<file path="src/rtl/serial_frame_deserializer.sv">
// Framed serial-to-parallel converter: collects 1..WIDTH bits per frame in either bit order,
// right-justifies them and holds the word behind a valid/ready handshake.
module serial_frame_deserializer #(
    parameter int WIDTH     = 8,
    parameter int CNT_W     = 4,
    parameter bit MSB_FIRST = 1'b1
) (
    input  logic             clk,
    input  logic             rst_n,
    input  logic             enable,
    input  logic             clear,
    input  logic [CNT_W-1:0] framesize,
    input  logic             serial,
    input  logic             serial_valid,
    output logic [WIDTH-1:0] parallel,
    output logic             parallel_valid,
    input  logic             parallel_ready,
    output logic             busy,
    output logic             overrun,
    output logic             size_err
);

    typedef enum logic [1:0] {
        IDLE,
        SHIFT,
        HOLD
    } state_t;

    localparam logic [CNT_W-1:0] WIDTH_C = CNT_W'(WIDTH);

    state_t           state_q, state_d;
    logic [CNT_W-1:0] count_q, count_d;
    logic [CNT_W-1:0] fs_q, fs_d;
    logic [WIDTH-1:0] shreg_q, shreg_d;
    logic             overrun_q, overrun_d;
    logic             size_err_q, size_err_d;

    logic             take;
    logic             start_req;
    logic [CNT_W-1:0] fs_in;
    logic [CNT_W-1:0] count_inc;

    // MSB-first shifts left so the first bit drifts up to bit fs-1; LSB-first writes bit k-1.
    function automatic logic [WIDTH-1:0] store_bit(input logic [WIDTH-1:0] base,
                                                   input logic             b,
                                                   input logic [CNT_W-1:0] idx);
        logic [WIDTH-1:0] r;
        if (MSB_FIRST) begin
            r = {base[WIDTH-2:0], b};
        end else begin
            r = base | ({{(WIDTH-1){1'b0}}, b} << idx);
        end
        return r;
    endfunction

    always_comb begin
        take       = enable & serial_valid;
        fs_in      = (framesize > WIDTH_C) ? WIDTH_C : framesize;
        count_inc  = count_q + CNT_W'(1);
        start_req  = 1'b0;
        state_d    = state_q;
        count_d    = count_q;
        fs_d       = fs_q;
        shreg_d    = shreg_q;
        overrun_d  = 1'b0;
        size_err_d = 1'b0;

        if (clear) begin
            state_d = IDLE;
            count_d = '0;
            shreg_d = '0;
        end else begin
            unique case (state_q)
                IDLE: begin
                    start_req = take;
                end
                SHIFT: begin
                    if (take) begin
                        shreg_d = store_bit(shreg_q, serial, count_q);
                        count_d = count_inc;
                        if (count_inc == fs_q) begin
                            state_d = HOLD;
                        end
                    end
                end
                HOLD: begin
                    if (parallel_ready) begin
                        state_d   = IDLE;
                        count_d   = '0;
                        start_req = take;
                    end else if (take) begin
                        overrun_d = 1'b1;
                    end
                end
                default: begin
                    state_d = IDLE;
                    count_d = '0;
                end
            endcase

            // A frame starts from a zeroed register; framesize is only sampled here.
            if (start_req) begin
                if (fs_in == '0) begin
                    size_err_d = 1'b1;
                    state_d    = IDLE;
                    count_d    = '0;
                end else begin
                    fs_d    = fs_in;
                    shreg_d = store_bit('0, serial, '0);
                    count_d = CNT_W'(1);
                    state_d = (fs_in == CNT_W'(1)) ? HOLD : SHIFT;
                end
            end
        end
    end

    always_ff @(posedge clk or negedge rst_n) begin
        if (!rst_n) begin
            state_q    <= IDLE;
            count_q    <= '0;
            fs_q       <= '0;
            shreg_q    <= '0;
            overrun_q  <= 1'b0;
            size_err_q <= 1'b0;
        end else begin
            state_q    <= state_d;
            count_q    <= count_d;
            fs_q       <= fs_d;
            shreg_q    <= shreg_d;
            overrun_q  <= overrun_d;
            size_err_q <= size_err_d;
        end
    end

    // The word is only presented while held, so a discarded or partial frame never leaks out.
    always_comb begin
        parallel_valid = (state_q == HOLD);
        parallel       = parallel_valid ? shreg_q : '0;
        busy           = (state_q == SHIFT);
        overrun        = overrun_q;
        size_err       = size_err_q;
    end

endmodule
</file>
<file path="config.mk">
export PLATFORM = sky130hd
export DESIGN_NAME = serial_frame_deserializer
export DESIGN_NICKNAME = d
export VERILOG_FILES = /design/src/rtl/serial_frame_deserializer.sv
export SDC_FILE = /design/constraint.sdc
export NUM_CORES = 1
export LEC_CHECK = 0
export ABC_AREA = 1
export CAP_MARGIN = 20
export CORE_MARGIN = 3
export CORE_UTILIZATION = 54
export DETAILED_ROUTE_END_ITERATION = 8
export GPL_TIMING_DRIVEN = 1
export PLACE_DENSITY_LB_ADDON = 0.05
export SLEW_MARGIN = 30
export SYNTH_ARGS = -nofsm -noshare
export SYNTH_HDL_FRONTEND = slang
export SYNTH_SLANG_ARGS = --single-unit
</file>
<file path="constraint.sdc">
create_clock -name clk -period 3.9 [get_ports clk]
set_input_delay 0.78 -clock clk [delete_from_list [all_inputs] [get_ports clk]]
set_output_delay 0.78 -clock clk [all_outputs]
set_load 0.1 [all_outputs]
</file>
==> results of run 1 <==
worst reg2reg max path: stages (launching register included):
cell                      delay (ns)
sky130_fd_sc_hd__dfrtp_1        0.46
sky130_fd_sc_hd__ha_1           0.35
sky130_fd_sc_hd__xnor2_1        0.16
sky130_fd_sc_hd__nand2_1        0.09
sky130_fd_sc_hd__nor2_2         0.09
sky130_fd_sc_hd__nand4_2        0.10
sky130_fd_sc_hd__nand3_1        0.09
sky130_fd_sc_hd__nand2_1        0.05
metrics by stage:
stage | setup WS (ns) | cell area [um^2] | util (%) | total power [W] | std cells
2_1_floorplan | -0.390 | 1140 | - | 0.000308 | 148
3_3_place_gp | 1.35 | 1370 | 68.9 | 0.000338 | 196
3_5_place_dp | 1.35 | 1370 | 68.9 | 0.000343 | 196
4_1_cts | 0.996 | 1390 | 70.1 | 0.000436 | 199
5_1_grt | 0.948 | 1380 | 69.8 | 0.000456 | 199
6_report | 1.00 | 1380 | 69.8 | 0.000431 | 199
cell families after synthesis:
kind of cell	count (synthesis)	share of synthesized area, %
AOI/OAI and AO/OA	19	8.75
xor gates and xnor gates	1	0.766
adders and majority gates	1	1.09
DFF	20	43.8
buffers and inverters	28	9.85
and+or+nand+nor	79	35.8
where the power goes:
| part | internal [W] | leakage (nW) | switching (W) | total [W] |
|---|---|---|---|---|
| clock network | 0.0000359 | 0.0138 | 0.0000574 | 0.0000933 |
| logic | 0.0000363 | 0.344 | 0.0000687 | 0.000105 |
| registers | 0.000221 | 0.272 | 0.0000120 | 0.000233 |
| total | 0.000293 | 0.629 | 0.000138 | 0.000431 |
metal layers:
layer | up-vias | global-route usage, % | part of all wire, %
li1 | 516 | - | -
met1 | 477 | 25.0 | 43
met2 | 26 | 34.3 | 50
met3 | 4 | 3.15 | 4.7
met4 | 0 | 8.73 | 1.3
met5 | - | 0 | 0
worst paths after layout:
kind                             from        endpoint  slack (ns)
hold / removal                  rst_n      count_q[2]        0.42
min in group clk           shreg_q[2]      shreg_q[2]        0.53
setup reg to reg           count_q[0]      state_q[0]        2.42
max in group asynchronous       rst_n      shreg_q[0]        3.17
hold reg to reg            shreg_q[2]      shreg_q[2]        0.53
setup / recovery           state_q[1]  parallel_valid        1.00
flip-flops by register name, indices dropped and copies added, names as in the netlist:
name and flops:
count_q 4, fs_q 4, state_q 2, overrun 1, size_err 1, shreg_q 8
final cells by class:
type	instances	area [um^2]	share of cell area [%]
tap	27	33.8	2.44
sequential	20	500	36.2
timing repair buffer	22	195	14.1
multi-input combinational	100	531	38.3
clock buffer	3	22.5	1.63
inverter	27	101	7.32
placed cells by master (no fill, tap or decap):
cell type	n
sky130_fd_sc_hd__nand2_2	4
sky130_fd_sc_hd__inv_2	4
sky130_fd_sc_hd__ha_1	1
sky130_fd_sc_hd__nand3_1	8
sky130_fd_sc_hd__buf_2	1
sky130_fd_sc_hd__a21oi_1	9
sky130_fd_sc_hd__buf_4	8
sky130_fd_sc_hd__o21ai_0	4
sky130_fd_sc_hd__o21ai_1	4
sky130_fd_sc_hd__nor2_1	26
sky130_fd_sc_hd__o31ai_1	1
sky130_fd_sc_hd__nor2_4	2
sky130_fd_sc_hd__inv_1	23
sky130_fd_sc_hd__clkbuf_4	3
sky130_fd_sc_hd__nor2_2	4
sky130_fd_sc_hd__clkdlybuf4s50_1	13
sky130_fd_sc_hd__a22oi_1	1
sky130_fd_sc_hd__nand2_4	1
sky130_fd_sc_hd__nor3_2	1
sky130_fd_sc_hd__nand4_1	5
sky130_fd_sc_hd__nand3_2	3
sky130_fd_sc_hd__nand4_2	1
sky130_fd_sc_hd__nand2_1	23
sky130_fd_sc_hd__xnor2_1	1
sky130_fd_sc_hd__dfrtp_1	20
sky130_fd_sc_hd__nand3_4	1
==> results summary, run 1 <==
The fmax is 0.345 GHz. The routed length per instance is 11.5 um. The TritonCTS clock tree is yes. After floorplanning, the core was sized to cover 1980 um^2. The final-report hold violation count came to 0.

The flow ran to the end, and the final reports show no timing, DRC or antenna violations. The via-per-instance ratio came out at 5.14. Of all nets on the critical path, the largest fanout is 3. Fill cells in the final layout number 171.

The total via count after detailed routing came out at 1023. The area of the die is 2710 um^2. For this run, the post-layout net count is 186. The number of antenna repair diodes is 0.

The pin count of the biggest net entering global routing came out at 21. The via count of the first global-routing pass is 1035. The initial antenna violation count came out at 0. The horizontal die dimension is 52.0 um. The areal power density over the cells is 311 nW/um^2. The post-detailed-route DRC marker count is 0.

Each instance of the synthesized netlist takes up on average 7.73 um^2. The async set or reset register ratio after synthesis came out at 100%. The final-layout worst hold slack is 0.417 ns. The actual slew at the worst max-slew pin is 0.976 ns. The sequential fraction of the synthesis area came out at 43.8%. After clock tree synthesis, the clock-pin slew on the worst setup and hold paths is 0.11 ns. The worst voltage drop across the vdd grid is 0.000216 V. The kind of start point of the critical path is a flop.

The number of warning messages in the yosys log is 0. The number of gates on the worst path with buffers counted came out at 3. Setup violations remaining at the end of the flow were counted as 0. In this run the number of H-tree levels came out at 1. The min-delay analysis places its worst path in the category in2async. The number of cells on the worst reg-to-reg path came out at 7. The number of standard cells after synthesis is 148. The biggest area contributor in the post-synthesis netlist is sky130_fd_sc_hd__dfrtp_1. The register bit count reported by yosys is 20. The global route total overflow came out at 0. On the critical path, the stage with the largest delay is an instance of sky130_fd_sc_hd__clkdlybuf4s50_1. The final critical path takes up 74.3% of the cycle. After clock tree synthesis, the repair step resized 0 gates.

Of the cells placed in the final design, the portion with a size suffix greater than 1 is 19.2%. Setup repair after global routing left no endpoint under its margin. The data arrival time of the worst path is 2.12 ns. The top cell type by area accounts for 43.8% of the synthesized area.

The analysis attributes to cell leakage a power of 0.629 nW. During I/O placement, the number of pins put on the boundary was 23. Row generation in the floorplan step produced 16 rows. The post-cts hold buffer count is 0. The headroom to the max-slew limit came out at 34.7%.

The kind of cell with the highest combined delay along the critical path is buffers and inverters. By instance count, the leading cell after synthesis is sky130_fd_sc_hd__nor2_1. The minimum period implied by the final worst setup slack came out at 2.90 ns. The setup path with the least slack is of type reg2out.

Once detailed placement completed, the half-perimeter wirelength came to 1800 um. The post-CTS repair timing setup buffer count came out at 0. The total wire length after detailed routing is 2280 um. The number of enable flip-flop cells after synthesis came out at 0. The first global-routing pass estimated 4100 um of wire. The TritonCTS sink count came out at 20. The final weighted congestion in routability-driven placement is 0.766.

The number of nets handed over by synthesis was 160. The commonest cells after synthesis are sky130_fd_sc_hd__nor2_1, sky130_fd_sc_hd__inv_1, sky130_fd_sc_hd__nand2_1. The initial utilization of the core area, before any placement, comes to 57.7%. The count of buffer and inverter cells on the critical path came out at 2. Before antenna repair, the detailed router went through 4 iterations. After synthesis, the cell types taking the most area are sky130_fd_sc_hd__dfrtp_1, sky130_fd_sc_hd__nor2_1, sky130_fd_sc_hd__inv_1. The endpoint required time on the critical path came out at 3.12 ns. The total of max-cap violations came out at 0. Port buffering added 22 buffers. The critical path goes through inv_2 -> nor2_1 -> clkdlybuf4s50_1. For this run, the slowest stage of the critical path takes 1.16 ns. The final count of pins violating max slew is 0.

The main flop type after synthesis is sky130_fd_sc_hd__dfrtp_1. The initial detailed-routing violation count is 24. The number of antenna-violating nets in the routed design is 0. The number of unique standard cell types used by synthesis is 23. The synthesized area came out at 1140 um^2. The overall routing resource usage came out at 20.2%.

The final-layout setup total negative slack is 0 ns. CTS placed an instance of sky130_fd_sc_hd__clkbuf_4 at the clock tree root. The TritonCTS buffer count came out at 3. The signed area change from the synthesized netlist to the final layout is 21.0%. Between clock sinks in the finished design, the worst skew comes to 0.00460 ns. The vertical die dimension came out at 52.0 um. At the later pin of the worst-skew pair, clock insertion delay measures 0.29 ns. STA classifies the critical path endpoint as an output pin. The number of buffers on the longest clock path is 2.
Power figures use the tool's default switching activity.
==> inputs of run 2 (changes only) <==
--- a/config.mk
+++ b/config.mk
@@ -7,8 +7,9 @@
 export LEC_CHECK = 0
 export ABC_AREA = 1
 export CAP_MARGIN = 20
+export CORE_ASPECT_RATIO = 0.6
 export CORE_MARGIN = 3
-export CORE_UTILIZATION = 54
+export CORE_UTILIZATION = 45
 export DETAILED_ROUTE_END_ITERATION = 8
 export GPL_TIMING_DRIVEN = 1
 export PLACE_DENSITY_LB_ADDON = 0.05
==> constraint.sdc (replaced) <==
create_clock -name clk -period 2.4 [get_ports clk]
set_input_delay 0.48 -clock clk [delete_from_list [all_inputs] [get_ports clk]]
set_output_delay 0.48 -clock clk [all_outputs]
set_load 0.1 [all_outputs]
==> run 2 against run 1 <==
Against the previous run: combinational power increased by 71%; sequential power grew 63%; critical path type unchanged; clock power grew to 3.6 times the previous value; largest cell class unchanged.
==> results summary, run 2 (same netlist as run 1, synthesis figures left out) <==
Dividing the detail-routed wire length by the instance count gives 11.9 um. The count of buffers added on input and output ports is 22. Power spread over the standard cell area amounts to 555 nW/um^2. Clock-pin slew was measured on the worst setup and hold paths at 0.07 ns. The number of levels the H-tree was split into came out at 1. STA classifies the critical path startpoint as a flop.

Across the VDD grid, the largest voltage drop is 0.000327 V. The final count of pins violating max slew is 0. For this design the total switching power over the nets is 0.000250 W.

Summed over all layers, the routed wires come to 2430 um. The signed area change from the synthesized netlist to the final layout is 40.5%. The cell leakage power came out at 0.686 nW.

The post-route non-filler standard cell count is 204. The first-pass GRT wire length is 4170 um. In this run the cell area measured after placement is 1540 um^2. The headroom to the max-slew limit is 54.6%. On the final layout, the worst clock skew is 0.00174 ns. The number of placed instances, taps included, is 200. More flip-flops sit in one register than any other, and that register is shreg_q. The final instance area came out at 1610 um^2. The top-level I/O count is 23.

For this block, the initial DRC count from the detailed router was 77. The total via count after detailed routing came out at 1004. The flow ran to the end, and the final reports show no timing, DRC or antenna violations. The overall routing resource usage is 16.8%. The largest registers in the layout are shreg_q: 8 flops, count_q: 4 flops, fs_q: 4 flops. The pin count of the biggest net entering global routing came out at 21. The share of total power dissipated in combinational logic is 20.2%. The switching fraction of total power came out at 28.0%. The number of standard-cell rows in the floorplan is 13. The vertical die dimension came out at 45.1 um. After layout, the design draws a total of 0.000892 W. The flip-flop count of the largest register, all copies and words added is 8.

The initial antenna violation count is 0. The minimum period implied by the final worst setup slack is 2.11 ns. The final-layout worst hold slack is 0.520 ns. Setup repair after global routing left no endpoint under its margin. The floorplan step defined a die boundary enclosing 3200 um^2. The number of nets in the layout came out at 187. The via count of the first global-routing pass came out at 899. The number of antenna-violating nets in the routed design came out at 0. The tightest min-delay check is of the reg2reg type.

The post-detailed-route DRC marker count is 0. The TritonCTS sink count came out at 20. The post-cts hold buffer count came out at 0. The insertion delay to the later sink of the worst-skew pair is 0.25 ns. The kind of capture point of the worst setup path is an output pin. The TritonCTS buffer count is 3. The global route total overflow is 0.

The via-per-instance ratio is 4.92. The final clock period utilization by the worst path came out at 87.7%. The maximum fanout along the worst path is 8. The number of iterations in the first detailed-routing pass is 4.

The fmax is 0.475 GHz. For this configuration, the core starts out at a cell density of 49.9%. The internal power contribution is 0.000642 W. The post-CTS repair timing setup buffer count is 0. The number of buffers on the longest clock path came out at 2. The cell sitting at the root of the clock tree is a sky130_fd_sc_hd__clkbuf_8. The number of antenna repair diodes is 0. The floorplan step defined a core boundary enclosing 2290 um^2. The library cells used most frequently in the layout, excluding fill and tap cells, are sky130_fd_sc_hd__inv_1, sky130_fd_sc_hd__nand2_1, sky130_fd_sc_hd__dfrtp_1, sky130_fd_sc_hd__nor2_1, sky130_fd_sc_hd__nor2_4. Data on the critical path arrives at its endpoint at 1.63 ns.

The total of max-cap violations came out at 0. At the end of routability-driven placement, the weighted congestion stood at 0.824. The post-route netlist has 27.0% of its cells at a drive strength greater than 1. Per report_power, the sequential group accounts for 42.6% of the total.

The clock network fraction of design power came out at 37.3%. TritonCTS built the clock tree. The actual slew at the worst max-slew pin came out at 0.680 ns. Measured along the x axis, the die boundary spans 71.1 um. The post-detailed-placement half-perimeter wirelength came out at 2020 um. The kind of critical path is reg2out.

The endpoint required time on the critical path came out at 1.92 ns. The final-report hold violation count came to 0. Setup violations remaining at the end of the flow were counted as 0. After clock tree synthesis, the repair step resized 0 gates.
-- run 2: worst paths after layout --
path                            start          end  slack [ns]  cells past startpoint
setup / recovery           state_q[1]  parallel[3]        0.29                      5
hold / removal             shreg_q[7]   shreg_q[7]        0.52                      2
setup reg to reg           count_q[0]   state_q[0]        0.92                      7
hold reg to reg            shreg_q[7]   shreg_q[7]        0.52                      2
max in group asynchronous       rst_n   shreg_q[3]        1.63                      2
min in group asynchronous       rst_n   count_q[2]        0.56                      2
-- run 2: through the flow --
step	TNS, ns	setup WS (ns)	util [%]
finish	0	0.295	70.0
global placement	0	0.561	66.9
floorplan	-1.00	-0.125	-
global route	0	0.202	70.0
CTS	0	0.280	70.0
detailed placement	0	0.482	66.9
-- run 2: area by class of cell --
class | instances | area [um^2]
Multi-Input combinational cell | 100 | 598
Timing Repair Buffer | 23 | 298
Sequential cell | 20 | 500
Inverter | 27 | 101
Clock inverter | 1 | 30.0
Clock buffer | 3 | 41.3
Fill cell | 183 | 687
Tap cell | 30 | 37.5
-- run 2: power by group through the flow --
stage / logic (W) / clock network (W) / registers, W
2_1_floorplan: 0.000127 / 0 / 0.000382
3_5_place_dp: 0.000180 / 0 / 0.000386
6_report: 0.000180 / 0.000332 / 0.000380
5_1_grt: 0.000196 / 0.000356 / 0.000383
3_3_place_gp: 0.000176 / 0 / 0.000386
4_1_cts: 0.000181 / 0.000340 / 0.000379
-- run 2: critical path: stages, from the launching register on --
cell,delay [ns]
sky130_fd_sc_hd__dfrtp_1,0.44
sky130_fd_sc_hd__inv_2,0.14
sky130_fd_sc_hd__nor2_4,0.04
sky130_fd_sc_hd__inv_1,0.50
sky130_fd_sc_hd__nor2_4,0.06
sky130_fd_sc_hd__buf_12,0.19
-- run 2: per-layer routing --
layer	up-vias	routed length, um	track usage (%)
li1	525	-	-
met1	444	1280	26.5
met2	35	941	23.0
met3	0	212	5.56
met4	0	0	1.12
met5	-	0	0
==> inputs of run 3 (changes only) <==
--- a/config.mk
+++ b/config.mk
@@ -7,12 +7,12 @@
 export LEC_CHECK = 0
 export ABC_AREA = 1
 export CAP_MARGIN = 20
-export CORE_ASPECT_RATIO = 0.6
+export CORE_ASPECT_RATIO = 1.75
 export CORE_MARGIN = 3
 export CORE_UTILIZATION = 45
 export DETAILED_ROUTE_END_ITERATION = 8
 export GPL_TIMING_DRIVEN = 1
-export PLACE_DENSITY_LB_ADDON = 0.05
+export PLACE_DENSITY = 0.74
 export SLEW_MARGIN = 30
 export SYNTH_ARGS = -nofsm -noshare
 export SYNTH_HDL_FRONTEND = slang
==> run 3 against run 2 <==
Against the previous run: die area rose by 0.11%; first-iteration DRC count down 82%; sequential share of layout area increased by 0.44 points; via count increased by 0.50%; routed wire length rose by 3.5%; largest power group unchanged.
==> results summary, run 3 (same netlist as run 1, synthesis figures left out) <==
Detailed routing inserted a total of 1009 vias. The routed length per instance is 12.6 um. The worst register-to-register path ends at state_q[0]. The count of instances resized after the clock tree is built is 0.

The post-detailed-route DRC marker count is 0. The critical path starts at state_q[1]. STA classifies the critical path endpoint as an output pin.

During I/O placement, the number of pins put on the boundary was 23. Power spread over the standard cell area amounts to 513 nW/um^2. The post-layout utilization of the core is 67.1%. In this run the core area contains 23 standard-cell rows. Entering global routing, the biggest net connects 21 pins. The clock passes through at most 2 buffers. The final count of pins violating max slew came out at 0. The TritonCTS buffer count is 3. The horizontal die dimension is 44.1 um. The data arrival time of the worst path is 1.61 ns. Of the available clock period, the critical path in the final layout requires 87.2%. The insertion delay to the later sink of the worst-skew pair is 0.25 ns. The largest registers in the layout are shreg_q: 8 flops, count_q: 4 flops, fs_q: 4 flops. The worst setup path is of the reg2out kind. The fraction of layout cells with a size suffix above 1 is 27.0%. The total core area came out at 2360 um^2. The final-layout setup total negative slack is 0 ns. The fmax is 0.478 GHz. The final weighted congestion in routability-driven placement is 0.831. The TritonCTS sink count came out at 20. The via count of the first global-routing pass came out at 1067. The overall routing resource usage is 18.6%. The worst voltage drop across the vdd grid came out at 0.000369 V. In this run the worst setup path terminates at parallel[5].

The worst register-to-register path has a depth of 7. Once detailed placement completed, the half-perimeter wirelength came to 2180 um. The tool flagged a number of max-cap violations equal to 0. The endpoint required time on the critical path is 1.92 ns. Once the floorplan was initialized, standard cells occupied 48.5% of the core. After detailed routing, the total wire length is 2520 um. The flip-flop count of the largest register, all copies and words added came out at 8. The area used by multi-input combinational logic is 598 um^2.

The number of antenna repair diodes is 0. Of all nets on the critical path, the largest fanout is 8. The worst clock skew on the final layout came out at 0.00287 ns. The number of antenna-violating nets in the routed design came out at 0. The number of nets in the layout is 187. The die covers 3210 um^2.

The startpoint of the worst-slack reg-to-reg timing path is count_q[0]. The CTS clock-pin slew for the worst setup and hold paths came out at 0.07 ns. Dividing the detail-routed via count by the number of cells gives 5.07. Subtracting the final worst setup slack from the clock period gives 2.09 ns. The final-layout worst hold slack came out at 0.518 ns. The run finished with clean final reports. Across the whole layout, storage elements account for 500 um^2. The headroom to the max-slew limit is 56.6%. Setup slack on the critical path of the routed design comes to 0.307 ns. The final-report hold violation count came out at 0.

The min-delay analysis places its worst path in the category reg2reg. The initial antenna violation count is 0. The fill cell total of the finished layout is 192. Setup repair after global routing left no endpoint under its margin. Global routing finished with a remaining overflow of 0. The signed area change from the synthesized netlist to the final layout is 38.5%. The slack of the worst reg-to-reg path is 0.91 ns. The register with the most flip-flops in the final layout is shreg_q.

At the placement stage, the worst setup path has a slack of 0.554 ns. The first routing iteration left 14 violations. STA classifies the critical path startpoint as a flop. For the pin with the worst max-slew slack, the measured transition is 0.650 ns.

The number of iterations in the first detailed-routing pass is 4. TritonCTS built the clock tree. Setup violations remaining at the end of the flow were counted as 0.

The vertical die dimension came out at 72.7 um. The total power came out at 0.000812 W. In the layout the commonest cells are sky130_fd_sc_hd__inv_1, sky130_fd_sc_hd__nand2_1, sky130_fd_sc_hd__dfrtp_1, sky130_fd_sc_hd__nor2_1, sky130_fd_sc_hd__nor2_4. CTS built an H-tree with a depth of 1. The post-CTS repair timing setup buffer count is 0.

The tree is rooted in a sky130_fd_sc_hd__clkbuf_8. The post-cts hold buffer count is 0. For this design the static power due to leakage is 0.679 nW. The instance count along the most critical hold path came out at 2. The count of port buffers added during placement is 22.

The first-pass GRT wire length is 4530 um.
## run 3: cell count changes in the layout (fill, tap and decap cells not counted), sizes merged
cell and delta:
bufinv -1, clkbuf +1
## run 3: final cells by class
type,count,share of cell area (%)
Clock buffer,4,3.48
Inverter,27,6.40
Multi-Input combinational cell,100,37.8
Sequential cell,20,31.6
Tap cell,25,1.97
Timing Repair Buffer,23,18.8
## run 3: worst max-delay path: stages (launching register included)
cell and delay (ns):
sky130_fd_sc_hd__dfrtp_1 0.44, sky130_fd_sc_hd__inv_2 0.14, sky130_fd_sc_hd__nor2_4 0.04, sky130_fd_sc_hd__inv_1 0.48, sky130_fd_sc_hd__nor2_4 0.06, sky130_fd_sc_hd__buf_12 0.19
## run 3: report_power, final
group          switching [W]  internal [W]  leakage, nW
clock network       0.000104      0.000146       0.0288
registers          0.0000234      0.000359        0.272
logic               0.000119     0.0000612        0.378
total               0.000246      0.000566        0.679
## run 3: how the worst min path moves through the flow
stage,from,to,slack [ns]
3_3_place_gp,shreg_q[4],shreg_q[4],0.50
3_5_place_dp,shreg_q[5],shreg_q[5],0.51
6_report,shreg_q[5],shreg_q[5],0.52
5_1_grt,shreg_q[3],shreg_q[3],0.55
2_1_floorplan,rst_n,count_q[0],0.18
4_1_cts,shreg_q[2],shreg_q[2],0.52
## run 3: per-stage QoR
| stage | instance area, um^2 | cells |
|---|---|---|
| after floorplan | 1210 | 148 |
| after global placement | 1530 | 195 |
| after global routing | 1580 | 199 |
| final | 1580 | 199 |
| after detailed placement | 1530 | 195 |
| after CTS | 1580 | 199 |
## run 3: routing by layer
metal	part of all wire (%)	global-route usage (%)	vias to the layer above	wire (um)
met5	0	0	-	0
met4	1.7	5.70	0	42
met3	2.6	3.21	6	66
met2	60	37.3	21	1520
met1	35	18.0	464	890
li1	-	-	518	-
